`config.mk`:
```
export PLATFORM = sky130hd
export DESIGN_NAME = spi_io_expander
export DESIGN_NICKNAME = d
export VERILOG_FILES = /design/src/rtl/spi_pkg.sv /design/src/rtl/spi_sync_edge.sv /design/src/rtl/spi_io_expander.sv
export SDC_FILE = /design/constraint.sdc
export NUM_CORES = 1
export LEC_CHECK = 0
export ABC_AREA = 1
export CORE_ASPECT_RATIO = 1.25
export CORE_MARGIN = 10
export CORE_UTILIZATION = 55
export CTS_CLUSTER_DIAMETER = 120
export DETAILED_ROUTE_END_ITERATION = 10
export DONT_BUFFER_PORTS = 1
export MAX_ROUTING_LAYER = met4
export PLACE_DENSITY = 0.7
export REMOVE_ABC_BUFFERS = 1
export SLEW_MARGIN = 0
export SYNTH_ARGS = -nofsm -noshare
export SYNTH_HDL_FRONTEND = slang
export SYNTH_HIERARCHICAL = 1
export SYNTH_SLANG_ARGS = --single-unit
```
`constraint.sdc`:
```
create_clock -name clk_i -period 2.8 [get_ports clk_i]
set_clock_uncertainty 0.2 [all_clocks]
set_input_delay 0.28 -clock clk_i [delete_from_list [all_inputs] [get_ports clk_i]]
set_output_delay 0.28 -clock clk_i [all_outputs]
set_load 0.02 [all_outputs]
```
`src/rtl/spi_pkg.sv`:
```
// Shared definitions for the oversampled SPI I/O expander: SPI mode codes
// ({CPOL,CPHA}) and the frame FSM state encoding.
package spi_pkg;

   localparam logic [1:0] SPI_MODE0 = 2'b00;
   localparam logic [1:0] SPI_MODE1 = 2'b01;
   localparam logic [1:0] SPI_MODE2 = 2'b10;
   localparam logic [1:0] SPI_MODE3 = 2'b11;

   typedef enum logic [1:0] {
      ST_WAIT_IDLE = 2'd0,
      ST_IDLE      = 2'd1,
      ST_SHIFT     = 2'd2
   } state_e;

endpackage

```
`src/rtl/spi_sync_edge.sv`:
```
// Multi-stage synchroniser for one asynchronous input followed by a registered
// rise/fall detector; the pulses are one clk wide.
module spi_sync_edge #(
   parameter int SYNC_STAGES = 2
) (
   input  logic clk_i,
   input  logic rstn_i,
   input  logic d_i,
   output logic rise_o,
   output logic fall_o
);

   logic [SYNC_STAGES-1:0] sync_q;
   logic                   prev_q;
   logic                   rise_q;
   logic                   fall_q;

   // Resetting the chain to 0 means a line that is already high yields one rise
   // pulse after reset; the frame FSM relies on that to leave its wait state.
   always_ff @(posedge clk_i or negedge rstn_i) begin
      if (!rstn_i) begin
         sync_q <= '0;
         prev_q <= 1'b0;
         rise_q <= 1'b0;
         fall_q <= 1'b0;
      end else begin
         sync_q <= {sync_q[SYNC_STAGES-2:0], d_i};
         prev_q <= sync_q[SYNC_STAGES-1];
         rise_q <= sync_q[SYNC_STAGES-1] & ~prev_q;
         fall_q <= ~sync_q[SYNC_STAGES-1] & prev_q;
      end
   end

   assign rise_o = rise_q;
   assign fall_o = fall_q;

endmodule

```
`src/rtl/spi_io_expander.sv`:
```
// System-clocked SPI slave I/O expander: all four SPI modes, daisy-chain
// pass-through, frame-length check with update/error strobes.
module spi_io_expander
   import spi_pkg::*;
#(
   parameter int                  IO_COUNT    = 8,
   parameter bit                  CPOL        = 1'b0,
   parameter bit                  CPHA        = 1'b0,
   parameter int                  SYNC_STAGES = 2,
   parameter logic [IO_COUNT-1:0] RST_VAL     = '0
) (
   input  logic                clk_i,
   input  logic                rstn_i,
   input  logic                sck_i,
   input  logic                nss_i,
   input  logic                sdi_i,
   output logic                sdo_o,
   output logic                sdo_oe_o,
   input  logic [IO_COUNT-1:0] data_i,
   output logic [IO_COUNT-1:0] data_o,
   output logic                update_o,
   output logic                err_o,
   output logic                busy_o
);

   localparam logic [1:0] MODE        = {CPOL, CPHA};
   localparam bit         LEAD_RISE   = !(MODE == SPI_MODE2 || MODE == SPI_MODE3);
   localparam bit         SAMPLE_LEAD = (MODE == SPI_MODE0 || MODE == SPI_MODE2);
   localparam int         CW          = $clog2(IO_COUNT);
   localparam logic [CW-1:0] CNT_LAST = CW'(IO_COUNT - 1);

   logic sck_rise, sck_fall, nss_rise, nss_fall;

   spi_sync_edge #(.SYNC_STAGES(SYNC_STAGES)) u_sck_sync (
      .clk_i (clk_i),
      .rstn_i(rstn_i),
      .d_i   (sck_i),
      .rise_o(sck_rise),
      .fall_o(sck_fall)
   );

   spi_sync_edge #(.SYNC_STAGES(SYNC_STAGES)) u_nss_sync (
      .clk_i (clk_i),
      .rstn_i(rstn_i),
      .d_i   (nss_i),
      .rise_o(nss_rise),
      .fall_o(nss_fall)
   );

   // One stage longer than the synchroniser so the data bit lines up with the
   // registered SCK edge pulse.
   logic [SYNC_STAGES:0] sdi_q;
   logic                 sdi_s;

   always_ff @(posedge clk_i or negedge rstn_i) begin
      if (!rstn_i) sdi_q <= '0;
      else         sdi_q <= {sdi_q[SYNC_STAGES-1:0], sdi_i};
   end

   assign sdi_s = sdi_q[SYNC_STAGES];

   state_e              state_q;
   logic [CW-1:0]       cnt_q, cnt_d;
   logic                any_q, any_d;
   logic                rxd_q;
   logic [IO_COUNT-1:0] rxsr_q, rxsr_d;
   logic [IO_COUNT-1:0] txsr_q;
   logic [IO_COUNT-1:0] data_q;
   logic                sdo_q, oe_q, upd_q, err_q, busy_q;
   logic                lead_ev, trail_ev, sample_ev, shift_ev;

   // With CPHA=1 the first leading edge precedes any sample, so it must not
   // shift: the MSB stays on the line for bit 0.
   always_comb begin
      lead_ev   = LEAD_RISE ? sck_rise : sck_fall;
      trail_ev  = LEAD_RISE ? sck_fall : sck_rise;
      sample_ev = (state_q == ST_SHIFT) && (SAMPLE_LEAD ? lead_ev : trail_ev);
      shift_ev  = (state_q == ST_SHIFT) && (SAMPLE_LEAD ? trail_ev : lead_ev)
                  && (SAMPLE_LEAD || any_q);
      rxsr_d    = rxsr_q;
      cnt_d     = cnt_q;
      any_d     = any_q;
      if (sample_ev) begin
         rxsr_d = {rxsr_q[IO_COUNT-2:0], sdi_s};
         cnt_d  = (cnt_q == CNT_LAST) ? '0 : cnt_q + 1'b1;
         any_d  = 1'b1;
      end
   end

   always_ff @(posedge clk_i or negedge rstn_i) begin
      if (!rstn_i) begin
         state_q <= ST_WAIT_IDLE;
         cnt_q   <= '0;
         any_q   <= 1'b0;
         rxd_q   <= 1'b0;
         rxsr_q  <= '0;
         txsr_q  <= '0;
         data_q  <= RST_VAL;
         sdo_q   <= 1'b0;
         oe_q    <= 1'b0;
         upd_q   <= 1'b0;
         err_q   <= 1'b0;
         busy_q  <= 1'b0;
      end else begin
         upd_q <= 1'b0;
         err_q <= 1'b0;
         case (state_q)
            ST_WAIT_IDLE: begin
               if (nss_rise) state_q <= ST_IDLE;
            end
            ST_IDLE: begin
               if (nss_fall) begin
                  state_q <= ST_SHIFT;
                  txsr_q  <= data_i;
                  cnt_q   <= '0;
                  any_q   <= 1'b0;
                  busy_q  <= 1'b1;
                  oe_q    <= 1'b1;
                  sdo_q   <= data_i[IO_COUNT-1];
               end
            end
            ST_SHIFT: begin
               rxsr_q <= rxsr_d;
               cnt_q  <= cnt_d;
               any_q  <= any_d;
               if (sample_ev) rxd_q <= sdi_s;
               if (shift_ev) begin
                  txsr_q <= {txsr_q[IO_COUNT-2:0], rxd_q};
                  sdo_q  <= txsr_q[IO_COUNT-2];
               end
               // The frame check uses the _d values so an edge landing in the
               // same clk as NSS rise still counts.
               if (nss_rise) begin
                  state_q <= ST_IDLE;
                  busy_q  <= 1'b0;
                  oe_q    <= 1'b0;
                  sdo_q   <= 1'b0;
                  if (any_d && cnt_d == '0) begin
                     data_q <= rxsr_d;
                     upd_q  <= 1'b1;
                  end else if (any_d) begin
                     err_q  <= 1'b1;
                  end
               end
            end
            default: state_q <= ST_WAIT_IDLE;
         endcase
      end
   end

   assign sdo_o    = sdo_q;
   assign sdo_oe_o = oe_q;
   assign data_o   = data_q;
   assign update_o = upd_q;
   assign err_o    = err_q;
   assign busy_o   = busy_q;

endmodule
```
==> impl_metrics.ini, run 1 <==
[status]
status = complete, no violations

[drt]
firstDrtPassIters = 4
initialDrtViolationCount = 86
avgViaCountPerCell = 5.24
final_antenna_net_count = 0
wl_per_cell_um = 13.4
drc = 0
vias = 1290
wl_mm = 3.30

[floorplanning]
die_w_um = 73.7
die_y_um = 87.1
io_pins = 26
die_area_sq_mm = 0.00642
rows = 24
start_util = 0.569
core_area_sq_mm = 0.00348

[critical_path]
endpoint_kind = flop
cp.arrival_ns = 1.92
ff2ff_path_depth = 8
r2r_slack_ns = 0.88
cp_data_required_time_ns = 2.79
cp-start-kind = flop
r2r-end = data_o[6]$_DFFE_PN0P_
endpoint = data_o[6]$_DFFE_PN0P_
crit_start = cnt_q[1]$_DFFE_PN0P_
critPathKind = flop to flop
r2r-start = cnt_q[1]$_DFFE_PN0P_
critPathMaxFanout = 10

[place]
pre_cts_ws_ns = 0.853
port_buffers = 0
gp_congestion = 0.759
dp.cells = 226
dp_hpwl_mm = 2.33

[timing]
fmaxAchievable_mhz = 520
worst-slew-pin-transition_ns = 0.391
final_max_slew_viol_count = 0
min_period_ns = 1.92
slew_headroom = 0.739
setup_viol = 0
report.final.hold_viol_count = 0
rsz0062_at_grt = no
finalCritPeriodShare = 0.687
fin_ws_ns = 0.876
finalSetupTns_ns = 0

[pwr]
p_leak_nw = 1.16
power.density_mw_per_mm2 = 731
power_w = 0.00162
peakVddDrop_mv = 0.479

[clock_network]
ctsHtreeMaxLevel = 2
cts.sinks = 47
cts_tree = built
cts_buffers = 5
path_clk_slew_ns = 0.08
cts_resized = 0
root_buffer = clkbuf_8
clock_latency_ns = 0.30
clockBufferDepth = 2

[grt]
grt_overflow = 0
globalRouteMet2Util = 0.188
grt-busiest-layer = met2
grt_start_max_net_pins = 48
grt_pass1_wl_mm = 6.02
first_global_vias = 1306
met1_usage = 0.138
antenna_found_initial = 0
grt_use_total = 0.120
grt_use_met3 = 0.0377

[finish]
drive_gt1_frac = 0.135
nFillCells = 269
num_antenna_cells = 0
layout_common_cells = nand2_1, dfrtp_1, inv_1
fin_cells = 246
final_nets = 221
syn_to_final_growth_pct = 11.5
layout_commonest_cell = nand2_1

[yosys]
ys_types = 24
synth_warnings = 6
synth_top_area_cell = dfrtp_1
synth.area.top_cells = dfrtp_1, nand2_1, inv_1
avgSynthCellArea_sq_um = 10.3
netlist_area_sq_mm = 0.00198
synth_cells = 192
ys_ff_latch = 47
synth_top_area_frac = 0.593
seq_area_frac_synth = 0.593

[hold_path]
hp-class = primary input to flop

[run]
maxCapViolCount = 0
cell type report:
cell class	instances	area [sq um]	share of cell area
repair buffers	12	138	0.0623
inverters	22	82.6	0.0374
flip-flops and latches	47	1180	0.532
multi-input cells	118	671	0.303
clock buffers	7	86.3	0.0390
clock inverters	1	8.76	0.00396
well taps	39	48.8	0.0221
per-layer routing:
| metal | share of wire | vias up |
|---|---|---|
| met5 | 0 | - |
| met4 | 0.018 | 0 |
| met3 | 0.052 | 6 |
| met2 | 0.50 | 29 |
| met1 | 0.43 | 608 |
| li1 | - | 647 |
cell usage after synthesis:
| cell type | instances |
|---|---|
| a21oi_2 | 1 |
| a31oi_1 | 1 |
| buf_2 | 1 |
| buf_4 | 1 |
| buf_6 | 1 |
| buf_8 | 2 |
| dfrtp_1 | 47 |
| ha_1 | 2 |
| inv_1 | 18 |
| inv_2 | 4 |
| nand2_1 | 63 |
| nand2_2 | 2 |
| nand2_4 | 3 |
| nand3_1 | 5 |
| nand3_4 | 2 |
| nand4_1 | 10 |
| nor2_1 | 8 |
| nor2_8 | 3 |
| o211ai_1 | 4 |
| o211ai_2 | 2 |
| o21ai_0 | 8 |
| o21ai_2 | 2 |
| o21ai_4 | 1 |
| o22ai_1 | 1 |
power breakdown:
group          switching, W  leakage, nW  internal [W]
Sequential        0.0000949        0.605      0.000790
Combinational      0.000206        0.510      0.000106
Clock              0.000218       0.0484      0.000202
Total              0.000519         1.16       0.00110
worst max-delay path: stages (launching register included):
cell and delay (ns):
dfrtp_1 0.43, ha_1 0.21, ha_1 0.27, nand4_1 0.10, nand2_1 0.15, nor2_8 0.19, nand3_4 0.13, nand2_1 0.10
nand2_1 0.06
cell families after synthesis:
family / share of synthesized area
adders and majority gates: 0.0126
and+or+nand+nor: 0.250
buffers and inverters: 0.0688
AOI/OAI and AO/OA: 0.0757
DFF: 0.593
worst min-delay path by stage:
| stage | from | to | slack [ns] | cells after the start |
|---|---|---|---|---|
| final | data_i[6] | txsr_q[6]$_DFFE_PN0P_ | 0.06 | 2 |
| after detailed placement | rstn_i | any_q$_DFFE_PN0P_ | -0.21 | 0 |
| after global placement | rstn_i | any_q$_DFFE_PN0P_ | -0.21 | 0 |
| after floorplan | rstn_i | any_q$_DFFE_PN0P_ | -0.22 | 0 |
| after global routing | data_i[6] | txsr_q[6]$_DFFE_PN0P_ | 0.06 | 2 |
| after CTS | data_i[6] | txsr_q[6]$_DFFE_PN0P_ | 0.03 | 2 |
state kept, by name, summed over array words and instances (netlist names):
signal             flops
err_o                  1
u_sck_sync/fall_o      1
busy_o                 1
u_nss_sync/fall_o      1
update_o               1
sdi_q                  3
state_q                2
u_nss_sync/rise_o      1
sdo_o                  1
u_sck_sync/sync_q      2
data_o                 8
any_q                  1
u_nss_sync/prev_q      1
u_sck_sync/rise_o      1
rxsr_q                 8
u_nss_sync/sync_q      2
u_sck_sync/prev_q      1
cnt_q                  3
txsr_q                 7
rxd_q                  1
what timing repair did:
item                                   in CTS  in global routing
endpoints found under the hold margin      57                  0
setup endpoints to repair                   0                  0
setup buffers                               0                  0
hold buffers                               12                  0
stage by stage:
step | hold slack, ns | cell area [sq um] | util
global placement | -0.214 | 1980 | 0.568
global route | 0.0642 | 2210 | 0.635
floorplan | -0.216 | 1930 | -
finish | 0.0555 | 2210 | 0.635
detailed placement | -0.214 | 1980 | 0.568
CTS | 0.0300 | 2210 | 0.635
Note: power is estimated with default switching activity, not from simulation.
==> inputs of run 2 (changes only) <==
--- a/config.mk
+++ b/config.mk
@@ -13,7 +13,7 @@
 export DETAILED_ROUTE_END_ITERATION = 10
 export DONT_BUFFER_PORTS = 1
 export MAX_ROUTING_LAYER = met4
-export PLACE_DENSITY = 0.7
+export PLACE_DENSITY = 0.73
 export REMOVE_ABC_BUFFERS = 1
 export SLEW_MARGIN = 0
 export SYNTH_ARGS = -nofsm -noshare
==> constraint.sdc (replaced) <==
create_clock -name clk_i -period 1.5 [get_ports clk_i]
set_clock_uncertainty 0.2 [all_clocks]
set_input_delay 0.15 -clock clk_i [delete_from_list [all_inputs] [get_ports clk_i]]
set_output_delay 0.15 -clock clk_i [all_outputs]
set_load 0.02 [all_outputs]
==> run 2 against run 1 <==
Highest routed layer unchanged. Cell count up 17%. Total power up 130%. Wire length up 61%. Die area unchanged. Non-clock buffer count up 39. Sequential share of layout area down 13 points. Final area up 33%. The flow now finishes with violations (negative setup slack). Largest power group unchanged. Core utilization up 21 points. Combinational power rose to 3.8 times the previous value. Via count up 24%.
==> impl_metrics.ini, run 2 (synthesis results as in run 1) <==
[drt]
wl_per_cell_um = 18.4
met1Wirelength_mm = 2.09
avgViaCountPerCell = 5.58
drc = 0
wl_mm = 5.29
initialDrtViolationCount = 167
met2_length_mm = 2.78
vias = 1601
firstDrtPassIters = 4
met3_length_um = 318
top_layer = met4
final_antenna_net_count = 0

[grt]
grt_use_total = 0.142
grt_pass1_wl_mm = 7.01
grt_start_max_net_pins = 48
grt_overflow = 0
first_global_vias = 1500
antenna_found_initial = 0

[floorplanning]
rows = 24
die_w_um = 73.7
io_pins = 26
die_y_um = 87.1
die_area_sq_mm = 0.00642
start_util = 0.569
core_area_sq_mm = 0.00348

[pwr]
p_leak_nw = 1.55
p_switching_w = 0.00127
pwr-share-clk = 0.210
p_sw_frac = 0.347
combPwrFrac = 0.327
p_seq_frac = 0.463
peakVddDrop_mv = 0.967
intPower_w = 0.00238
power.density_mw_per_mm2 = 1240

[critical_path]
r2r-start = cnt_q[1]$_DFFE_PN0P_
cp-start-kind = flop
r2r-end = data_o[1]$_DFFE_PN0P_
max_stage_delay_ns = 0.40
r2r_slack_ns = -0.37
critPathMaxFanout = 5
cp.arrival_ns = 1.87
ff2ff_path_depth = 7
endpoint_kind = flop
cp_common_cell = nand2_1
endpoint = data_o[1]$_DFFE_PN0P_
cp_cell_sequence = ha_2, nand4_1, nand2_1, nor2_8, nand3_4, nand2_1, nand2_1
crit_start = cnt_q[1]$_DFFE_PN0P_
cp_data_required_time_ns = 1.50
critPathKind = flop to flop
cp_slowest_cell = dfrtp_1

[run]
maxCapViolCount = 0

[status]
violations = negative setup slack
status = finished with violations

[timing]
fmaxAchievable_mhz = 534
slew_headroom = 0.722
setup_viol = 28
final_max_slew_viol_count = 0
finalCritPeriodShare = 1.25
fin_ws_ns = -0.374
min_period_ns = 1.87
worst-slew-pin-transition_ns = 0.417
report.final.hold_viol_count = 0
whs_ns = 0.135
rsz0062_at_grt = yes

[place]
gp_congestion = 0.823
dp_hpwl_mm = 2.63
pre_cts_ws_ns = -0.348
port_buffers = 0
place_area_sq_mm = 0.00216

[finish]
num_antenna_cells = 0
design_area_sq_mm = 0.00295
final_nets = 262
drive_gt1_frac = 0.423
syn_to_final_growth_pct = 48.6
layout_common_cells = dfrtp_1, nand2_1, nand2_4
nFillCells = 156
multi_input_area_sq_um = 913
layout_commonest_cell = dfrtp_1
regArea_sq_mm = 0.00118

[clock_network]
clock_latency_ns = 0.31
path_clk_slew_ns = 0.09
clockBufferDepth = 2
cts_tree = built
ctsHtreeMaxLevel = 2
cts.sinks = 47
root_buffer = clkbuf_8
cts_buffers = 5

[hold_path]
hp-class = primary input to async pin
## run 2: stage by stage
step | power [W] | instances | setup TNS (ns) | utilization
after floorplan | 0.00209 | 187 | -2.53 | -
after global placement | 0.00230 | 247 | -2.38 | 0.620
after detailed placement | 0.00234 | 247 | -3.48 | 0.620
after CTS | 0.00327 | 273 | -2.53 | 0.725
after global routing | 0.00383 | 287 | -6.03 | 0.846
final | 0.00365 | 287 | -4.27 | 0.846
## run 2: how the worst min path moves through the flow
| stage | cells past startpoint | from | slack, ns | end |
|---|---|---|---|---|
| 2_1_floorplan | 0 | rstn_i | -0.35 | any_q$_DFFE_PN0P_ |
| 3_3_place_gp | 0 | rstn_i | -0.34 | busy_o$_DFFE_PN0P_ |
| 3_5_place_dp | 0 | rstn_i | -0.34 | any_q$_DFFE_PN0P_ |
| 4_1_cts | 2 | rstn_i | 0.14 | any_q$_DFFE_PN0P_ |
| 5_1_grt | 2 | rstn_i | 0.16 | any_q$_DFFE_PN0P_ |
| 6_report | 2 | rstn_i | 0.13 | any_q$_DFFE_PN0P_ |
## run 2: routing by layer
layer / global-route usage / up-vias
li1: - / 727
met1: 0.167 / 789
met3: 0.0342 / 12
met4: 0.0730 / 0
met5: - / -
met2: 0.218 / 73
## run 2: timing repair
action	in CTS	in global routing
gates cloned	2	2
setup buffers	3	14
endpoints found under the setup margin	25	30
hold endpoints to repair	58	0
pin swaps	7	15
hold buffers	13	0
resized for setup	12	84
## run 2: worst max-delay path, delay by kind of cell, from the launching register on
| kind | cells | cell delay [ns] |
|---|---|---|
| fa+ha+maj | 1 | 0.29 |
| flops | 1 | 0.40 |
| simple gates | 6 | 0.88 |
## run 2: power by group through the flow
stage	Clock, W	Sequential [W]	Combinational, W
global placement	0	0.00166	0.000633
detailed placement	0	0.00167	0.000670
global route	0.000823	0.00171	0.00129
finish	0.000766	0.00169	0.00119
CTS	0.000770	0.00165	0.000851
floorplan	0	0.00165	0.000442
## run 2: final cells by class
| cell class | count | area share |
|---|---|---|
| Tap cell | 39 | 0.0166 |
| Sequential cell | 47 | 0.399 |
| Timing Repair inverter | 1 | 0.00552 |
| Clock buffer | 5 | 0.0233 |
| Multi-Input combinational cell | 119 | 0.310 |
| Timing Repair Buffer | 51 | 0.206 |
| Inverter | 22 | 0.0331 |
| Clock inverter | 3 | 0.00637 |
